**src/rtl/text_writer.sv**
```systemverilog
// Terminal-style writer: turns a stream of code points into tram writes,
// tracking the cursor, line wrap and hardware scroll of the textmode display.
module text_writer #(
  parameter int WORD      = 32,
  parameter int ADDRW     = 12,
  parameter int CIDXW     = 4,
  parameter int TRAM_HRES = 80,
  parameter int TRAM_VRES = 30
) (
  input  logic               clk,
  input  logic               rst,
  input  logic               in_valid,
  output logic               in_ready,
  input  logic [20:0]        in_ucp,
  input  logic [CIDXW-1:0]   colr_fg,
  input  logic [CIDXW-1:0]   colr_bg,
  output logic               tram_we,
  output logic [ADDRW-1:0]   tram_addr,
  output logic [WORD-1:0]    tram_din,
  output logic [ADDRW-1:0]   scroll_offs,
  output logic [ADDRW-1:0]   cursor_x,
  output logic [ADDRW-1:0]   cursor_y
);

  localparam int PAD = WORD - 2*CIDXW - 21;
  localparam logic [ADDRW-1:0] ONE       = ADDRW'(1);
  localparam logic [ADDRW-1:0] HRES      = ADDRW'(TRAM_HRES);
  localparam logic [ADDRW-1:0] LAST_X    = ADDRW'(TRAM_HRES - 1);
  localparam logic [ADDRW-1:0] LAST_Y    = ADDRW'(TRAM_VRES - 1);
  localparam logic [ADDRW-1:0] LAST_ADDR = ADDRW'(TRAM_HRES*TRAM_VRES - 1);
  localparam logic [ADDRW-1:0] LAST_LINE = ADDRW'(TRAM_HRES*TRAM_VRES - TRAM_HRES);

  typedef enum logic [1:0] {IDLE, CLR_LINE, CLR_ALL} state_t;

  state_t             state, state_nxt;
  logic [ADDRW-1:0]   line_base, line_base_nxt;
  logic [ADDRW-1:0]   clr_cnt, clr_cnt_nxt;
  logic [CIDXW-1:0]   fg_lat, fg_lat_nxt, bg_lat, bg_lat_nxt;
  logic [ADDRW-1:0]   scroll_nxt, cx_nxt, cy_nxt, addr_nxt;
  logic [WORD-1:0]    din_nxt;
  logic               we_nxt, ready_nxt;

  logic               accept, is_lf, is_cr, is_bs, is_ff, is_ctrl;
  logic               wrap, newline, scroll, clr_last;
  logic [ADDRW-1:0]   lb_adv, so_adv;
  logic [CIDXW-1:0]   fg_clr, bg_clr;

  assign accept   = in_valid && in_ready;
  assign is_lf    = in_ucp == 21'h0A;
  assign is_cr    = in_ucp == 21'h0D;
  assign is_bs    = in_ucp == 21'h08;
  assign is_ff    = in_ucp == 21'h0C;
  assign is_ctrl  = in_ucp < 21'h20;
  assign wrap     = !is_ctrl && (cursor_x == LAST_X);
  assign newline  = is_lf || wrap;
  assign scroll   = newline && (cursor_y == LAST_Y);
  assign lb_adv   = (line_base == LAST_LINE) ? '0 : line_base + HRES;
  assign so_adv   = (scroll_offs == LAST_LINE) ? '0 : scroll_offs + HRES;
  assign clr_last = (state == CLR_LINE) ? (clr_cnt == LAST_X) : (clr_cnt == LAST_ADDR);
  // Colours are live on the first clear cycle and latched for the rest.
  assign fg_clr   = (clr_cnt == '0) ? colr_fg : fg_lat;
  assign bg_clr   = (clr_cnt == '0) ? colr_bg : bg_lat;

  always_ff @(posedge clk or posedge rst) begin
    if (rst) begin
      state       <= CLR_ALL;
      in_ready    <= 1'b0;
      tram_we     <= 1'b0;
      tram_addr   <= '0;
      tram_din    <= '0;
      scroll_offs <= '0;
      cursor_x    <= '0;
      cursor_y    <= '0;
      line_base   <= '0;
      clr_cnt     <= '0;
      fg_lat      <= '0;
      bg_lat      <= '0;
    end else begin
      state       <= state_nxt;
      in_ready    <= ready_nxt;
      tram_we     <= we_nxt;
      tram_addr   <= addr_nxt;
      tram_din    <= din_nxt;
      scroll_offs <= scroll_nxt;
      cursor_x    <= cx_nxt;
      cursor_y    <= cy_nxt;
      line_base   <= line_base_nxt;
      clr_cnt     <= clr_cnt_nxt;
      fg_lat      <= fg_lat_nxt;
      bg_lat      <= bg_lat_nxt;
    end
  end

  always_comb begin
    state_nxt = state;
    case (state)
      IDLE: begin
        if (accept) begin
          if (is_ff)       state_nxt = CLR_ALL;
          else if (scroll) state_nxt = CLR_LINE;
        end
      end
      CLR_LINE, CLR_ALL: if (clr_last) state_nxt = IDLE;
      default: state_nxt = IDLE;
    endcase
  end

  always_comb begin
    ready_nxt     = (state_nxt == IDLE);
    we_nxt        = 1'b0;
    addr_nxt      = tram_addr;
    din_nxt       = tram_din;
    scroll_nxt    = scroll_offs;
    cx_nxt        = cursor_x;
    cy_nxt        = cursor_y;
    line_base_nxt = line_base;
    clr_cnt_nxt   = clr_cnt;
    fg_lat_nxt    = fg_lat;
    bg_lat_nxt    = bg_lat;
    case (state)
      IDLE: begin
        if (accept) begin
          if (is_ff) begin
            scroll_nxt    = '0;
            line_base_nxt = '0;
            cx_nxt        = '0;
            cy_nxt        = '0;
            clr_cnt_nxt   = '0;
          end else if (is_lf || is_cr) begin
            cx_nxt = '0;
          end else if (is_bs) begin
            if (cursor_x != '0) cx_nxt = cursor_x - ONE;
          end else if (!is_ctrl) begin
            we_nxt   = 1'b1;
            addr_nxt = line_base + cursor_x;
            din_nxt  = {colr_bg, colr_fg, {PAD{1'b0}}, in_ucp};
            cx_nxt   = wrap ? '0 : cursor_x + ONE;
          end
          if (newline) begin
            line_base_nxt = lb_adv;
            if (scroll) scroll_nxt = so_adv;
            else        cy_nxt     = cursor_y + ONE;
          end
        end
      end
      CLR_LINE, CLR_ALL: begin
        we_nxt      = 1'b1;
        addr_nxt    = (state == CLR_LINE) ? line_base + clr_cnt : clr_cnt;
        din_nxt     = {bg_clr, fg_clr, {PAD{1'b0}}, 21'h20};
        fg_lat_nxt  = fg_clr;
        bg_lat_nxt  = bg_clr;
        clr_cnt_nxt = clr_last ? '0 : clr_cnt + ONE;
      end
      default: ;
    endcase
  end

endmodule

```
**config.mk**
```make
export PLATFORM = sky130hd
export DESIGN_NAME = text_writer
export DESIGN_NICKNAME = d
export VERILOG_FILES = /design/src/rtl/text_writer.sv
export SDC_FILE = /design/constraint.sdc
export NUM_CORES = 1
export LEC_CHECK = 0
export BUFFER_PORTS_ARGS = -buffer_cell sky130_fd_sc_hd__buf_4
export CAP_MARGIN = 20
export CORE_MARGIN = 1
export CORE_UTILIZATION = 50
export CTS_BUF_LIST = sky130_fd_sc_hd__clkbuf_2 sky130_fd_sc_hd__clkbuf_4 sky130_fd_sc_hd__clkbuf_8
export DETAILED_ROUTE_END_ITERATION = 16
export PLACE_DENSITY = 0.77
export SLEW_MARGIN = 20
export SYNTH_ARGS = -nofsm -noshare
export SYNTH_HDL_FRONTEND = slang
export SYNTH_SLANG_ARGS = --single-unit
```
**constraint.sdc**
```tcl
create_clock -name clk -period 3.71 [get_ports clk]
set_clock_uncertainty 0.2 [all_clocks]
set_input_delay 0.742 -clock clk [delete_from_list [all_inputs] [get_ports clk]]
set_output_delay 0.742 -clock clk [all_outputs]
set_load 0.01 [all_outputs]
```
== Yosys cells after proc, flatten, opt, wreduce, memory -nomap -nowiden ==
Cells that the tools add are included.

* Register bits after elaboration: 116
* Bits in latches: 0
* Memory bits (writable): 0
* Bits in read-only memories: 0
* Logic and storage cells: 105
* Memories: 0

* $add $sub $neg: 8
* $mul: 0
* Divide/modulo/power cells: 0
* Order comparisons: 1
* Equality and inequality tests: 20
* Shift operators: 0
* Multiplexer cells: 46
* Bitwise operators: 0
* Reductions and logical operators: 18

{| class="wikitable"
|+ Operators with widths
! operator !! number
|-
| 12-bit 2-to-1 mux || 24
|-
| 32-bit 2-to-1 mux || 5
|-
| 21-bit by 4-bit == test with 1-bit output, second input constant || 4
|-
| 32-bit case mux with 2 select lines || 1
|-
| 12-bit case mux with 2 select lines || 2
|-
| 12-bit by 1-bit adder with 12-bit output, second input constant || 3
|-
| 12-bit == test, second input constant || 3
|-
| 12-bit adder || 2
|-
| 12-bit by 7-bit adder with 12-bit output, second input constant || 2
|-
| 12-bit by 7-bit == test with 1-bit output, second input constant || 2
|-
| 21-bit by 6-bit < comparator with 1-bit output, second input constant || 1
|-
| 12-bit by 5-bit == test with 1-bit output, second input constant || 1
|-
| 12-bit zero test || 1
|-
| 2-bit != test, second input constant || 6
|-
| 12-bit nonzero test || 1
|-
| 12-bit by 1-bit subtractor with 12-bit output, second input constant || 1
|-
| 2-bit 2-to-1 mux || 4
|-
| 4-bit 2-to-1 mux || 2
|-
| 1-bit 2-to-1 mux || 6
|-
| 3-bit AND reduction || 2
|-
| 6-bit AND reduction || 1
|-
| 2-bit zero test || 2
|-
| 4-bit by 1-bit != test with 1-bit output, second input constant || 1
|-
| 4-bit by 3-bit != test with 1-bit output, second input constant || 1
|-
| other kinds (11) || 15
|}

== Logic depth before layout (Yosys ltp) ==
* Depth after elaboration: 10
* Depth in mapped cells: 9
* Mapped depth without buffers: 8

== Least setup slack after synthesis ==
No wires, ideal clock.

* Kind: input-to-reg
* Start point: input in_ucp[9]
* End point: register cursor_y[0]
* Setup time: 118 ps
* Arrival: 2312 ps
* Data required time: 3392 ps
* Setup slack: 1080 ps
* Stages: 7
* Cell sequence: nor4_2 -> and4_1 -> mux2i_4 -> or2_1 -> clkbuf_1 -> nor3_1 -> a21o_1

* Word-level cells in the longest chain between the ends: 7
* Elaborated cells on any way between the ends: 10

{| class="wikitable"
|+ Ends and longest elaborated chain
! what !! RTL line !! source
|-
| start, declared || 14 || <nowiki>input logic [20:0] in_ucp,</nowiki>
|-
| 21-bit by 6-bit < comparator with 1-bit output || 53 || <nowiki>assign is_ctrl = in_ucp < 21'h20;</nowiki>
|-
| 1-bit zero test || - ||
|-
| 1-bit logical AND || 54 || <nowiki>assign wrap = !is_ctrl && (cursor_x == LAST_X);</nowiki>
|-
| 1-bit logical OR || 55 || <nowiki>assign newline = is_lf || wrap;</nowiki>
|-
| 1-bit logical AND || 56 || <nowiki>assign scroll = newline && (cursor_y == LAST_Y);</nowiki>
|-
| 12-bit 2-to-1 mux || 141 || <nowiki>if (scroll) scroll_nxt = so_adv;</nowiki>
|-
| 12-bit 2-to-1 mux * || 139 || <nowiki>if (newline) begin</nowiki>
|-
| end signal, assigned || 86 || <nowiki>cursor_y <= cy_nxt;</nowiki>
|-
| end, declared || 22 || <nowiki>output logic [ADDRW-1:0] cursor_y</nowiki>
|}

Mark *: on every way between the ends. The rest lies on a longest branch, timed or not.
A chain may end at the register's enable or synchronous reset.

== Worst setup path after layout ==
* Start point: register line_base[5]
* End point: register tram_addr[11]

* Word-level cells in the longest chain between the ends: 7
* Elaborated cells on any way between the ends: 9

{| class="wikitable"
|+ Ends and longest elaborated chain
! what !! RTL line !! source
|-
| start, declared || 36 || <nowiki>logic [ADDRW-1:0] line_base, line_base_nxt;</nowiki>
|-
| start signal, assigned || 87 || <nowiki>line_base <= line_base_nxt;</nowiki>
|-
| 12-bit adder || 135 || <nowiki>addr_nxt = line_base + cursor_x;</nowiki>
|-
| 12-bit 2-to-1 mux || 133 || <nowiki>end else if (!is_ctrl) begin</nowiki>
|-
| 12-bit 2-to-1 mux || 131 || <nowiki>end else if (is_bs) begin</nowiki>
|-
| 12-bit 2-to-1 mux || 129 || <nowiki>end else if (is_lf || is_cr) begin</nowiki>
|-
| 12-bit 2-to-1 mux || 123 || <nowiki>if (is_ff) begin</nowiki>
|-
| 12-bit 2-to-1 mux || 122 || <nowiki>if (accept) begin</nowiki>
|-
| 12-bit case mux with 2 select lines * || 120 || <nowiki>case (state)</nowiki>
|-
| end signal, assigned || 82 || <nowiki>tram_addr <= addr_nxt;</nowiki>
|-
| end, declared || 18 || <nowiki>output logic [ADDRW-1:0] tram_addr,</nowiki>
|}

Mark *: on every way between the ends. The rest lies on a longest branch, timed or not. The select of a mux whose other input is x is not followed.

==> impl_metrics.json <==
{
  "fin_util_pct": 62.7,
  "p_sw_uw": 493,
  "drive_above_1_share_pct": 20.5,
  "startpoint_type": "register",
  "use_met1_pct": 34.0,
  "postCtsResizedCells": 0,
  "routed_wl_mm": 16.5,
  "wl_per_cell_um": 16.7,
  "slew_violations": 0,
  "synth_top_area_share_pct": 42.3,
  "timing_worst_setup_path_type": "register to register",
  "grt_use_met2_pct": 44.2,
  "seq_area_frac_synth_pct": 42.7,
  "switching_share_pct": 24.1,
  "cts_tree": "yes",
  "first_pass_iters": 5,
  "core-area_um2": 12200,
  "grt_pass1_vias": 5608,
  "async_reset_ff_share_pct": 100,
  "antenna_found_initial": 0,
  "maxCapViolCount": 0,
  "grt_util_met3_pct": 3.90,
  "grt-ovfl-total": 0,
  "synth_cells": 711,
  "yosysWarningCount": 0,
  "fin_crit_ns": 2.84,
  "fin_nets": 878,
  "slowest_stage": "dfrtp_1",
  "busiest_layer": "met2",
  "syn_avg_cell_area_um2": 8.99,
  "power_frac_seq_pct": 58.5,
  "ys_seq_elements": 109,
  "holdPathStages": 2,
  "grt_max_degree": 53,
  "dr.first_iter.drc_count": 453,
  "worst_slew_pin_slew_ns": 0.888,
  "dieArea_um2": 13200,
  "hp-class": "register to register",
  "ioPinCount": 114,
  "synthFlopType": "dfrtp_1",
  "cp_cell_sequence": "ha_1 -> a21oi_1 -> o2111ai_1 -> o31ai_1 -> xnor2_1 -> a2111oi_0 -> nor3b_1",
  "mostFrequentLayoutCells": "buf_4, dfrtp_1, nand2_1",
  "area_growth_pct": 19.7,
  "clock_path_buffers": 2,
  "status": "finished, final reports clean",
  "insertion_delay_ns": 0.39,
  "end_kind": "register",
  "synthTopCellsByArea": "dfrtp_1, nand2_1, ha_1",
  "min_to": "tram_addr[0]$_DFFE_PP0P_",
  "synth_edf_count": 0,
  "rr_worst_depth": 7,
  "worstReg2RegStart": "line_base[5]$_DFFE_PP0P_",
  "fin_setup_tns_ns": 0,
  "p_per_area_nw_per_um2": 268,
  "crit_required_ns": 3.77,
  "cts_root_buffer": "clkbuf_8",
  "initial_utilization_pct": 52.3,
  "crit_path_max_incr_delay_ns": 0.50,
  "clk_pin_slew_worst_paths_ns": 0.10,
  "antenna_left": 0,
  "synth_top_area_cell": "dfrtp_1",
  "die_w_um": 115,
  "cts_hold_buf": 0,
  "cts.sinks": 109,
  "die_h_um": 115,
  "syn_area_um2": 6390,
  "slew-limit-headroom_pct": 40.8,
  "p_leak_nw": 3.42,
  "r2r_end": "tram_addr[11]$_DFFE_PP0P_",
  "holdCritStartpoint": "tram_addr[0]$_DFFE_PP0P_",
  "gp_congestion": 0.918,
  "numCtsBuffers": 9,
  "rrSetupSlack_ns": 0.87,
  "final_common_cell": "buf_4",
  "p_int_mw": 1.56,
  "hold_slack_ns": 0.292,
  "combinationalPowerShare_pct": 4.4,
  "vias": 5845,
  "grt_usage_pct": 26.1,
  "finalSetupViolCount": 0,
  "h-tree-depth": 3,
  "finalHoldViolations": 0,
  "rsz0062_at_grt": "no",
  "worstPathArrival_ns": 2.90,
  "drc_errors": 0,
  "fp-row-count": 40,
  "synth.distinct_cells": 66,
  "peakVddDrop_v": 0.000137,
  "critPathMaxFanout": 6,
  "grt_pass1_wl_mm": 27.2,
  "period_share_pct": 76.6,
  "io_buffers": 110,
  "cts_setup_buffers": 0,
  "max_freq_mhz": 352,
  "dp_hpwl_mm": 12.1,
  "antenna_cells": 0,
  "p_clk_share_pct": 37.1,
  "via_per_inst": 5.90
}
==> final cells by class <==
| class | count | area (um^2) |
|---|---|---|
| Clock inverter | 7 | 83.8 |
| Inverter | 21 | 82.6 |
| Multi-Input combinational cell | 551 | 3470 |
| Tap cell | 168 | 210 |
| Timing Repair Buffer | 126 | 958 |
| Sequential cell | 109 | 2730 |
| Clock buffer | 9 | 124 |
| Fill cell | 1041 | 4560 |
==> layer usage <==
layer  wire [um]  up-vias
met3        1110       31
met5           0        -
met2        7940      242
met4         254        0
li1            -     2804
met1        7190     2768
==> worst max-delay path, delay by kind of cell, from the launching register on <==
| kind | cells | cell delay (ns) |
|---|---|---|
| AOI/OAI and AO/OA | 4 | 1.39 |
| adders and majority gates | 1 | 0.37 |
| and+or+nand+nor | 1 | 0.11 |
| xor gates and xnor gates | 1 | 0.13 |
| DFF | 1 | 0.50 |
==> synthesized netlist by cell type, drive strengths merged, types with 17 or more instances <==
library cell,number
nor3,33
a21oi,30
o21ai,78
nor2,43
mux2i,18
nand3,27
nand2,97
dfrtp,108
clkbuf,24
inv,20
ha,28
o2bb2ai,17
==> metrics by stage <==
step / setup slack, ns / instance area, um^2 / std cells / total power, mW
2_1_floorplan: 1.08 / 6400 / 713 / 1.26
3_3_place_gp: 0.729 / 7450 / 975 / 1.31
3_5_place_dp: 0.646 / 7450 / 975 / 1.31
4_1_cts: 0.862 / 7650 / 991 / 2.07
5_1_grt: 0.607 / 7650 / 991 / 2.13
6_report: 0.869 / 7650 / 991 / 2.05
==> power by group through the flow <==
stage | Sequential [mW] | Clock (mW) | Combinational [mW]
after floorplan | 1.23 | 0 | 0.0352
after global placement | 1.22 | 0 | 0.0883
after detailed placement | 1.22 | 0 | 0.0909
after CTS | 1.20 | 0.778 | 0.0917
after global routing | 1.20 | 0.824 | 0.101
final | 1.20 | 0.761 | 0.0892
==> flip-flops by register name, indices dropped and copies added (netlist names) <==
name,count
tram_din,29
bg_lat,4
state,2
tram_we,1
tram_addr,12
scroll_offs,12
clr_cnt,12
line_base,8
cursor_x,12
in_ready,1
fg_lat,4
cursor_y,12
==> logic make-up (layout without fill, tap and decap cells) <==
logic type / after synthesis / in the layout / synth area share, %
simple gates: 278 / 278 / 21.7
flops: 109 / 109 / 42.7
compound gates: 199 / 199 / 19.8
other cells: 1 / 3 / 0.0587
xor+xnor: 13 / 13 / 1.78
mux: 30 / 30 / 5.19
buf+inv: 53 / 163 / 3.37
fa+ha+maj: 28 / 28 / 5.48
==> worst max-delay path by stage <==
stage | slack [ns] | from | cells after the start | to
2_1_floorplan | 1.08 | in_ucp[9] | 7 | cursor_y[0]$_DFFE_PP0P_
3_3_place_gp | 0.73 | in_ucp[20] | 7 | cursor_x[3]$_DFFE_PP0P_
3_5_place_dp | 0.65 | in_ucp[20] | 7 | cursor_x[8]$_DFFE_PP0P_
4_1_cts | 0.86 | line_base[5]$_DFFE_PP0P_ | 7 | tram_addr[11]$_DFFE_PP0P_
5_1_grt | 0.61 | line_base[5]$_DFFE_PP0P_ | 7 | tram_addr[11]$_DFFE_PP0P_
6_report | 0.87 | line_base[5]$_DFFE_PP0P_ | 7 | tram_addr[11]$_DFFE_PP0P_
Note: power is estimated with default switching activity, not from simulation.
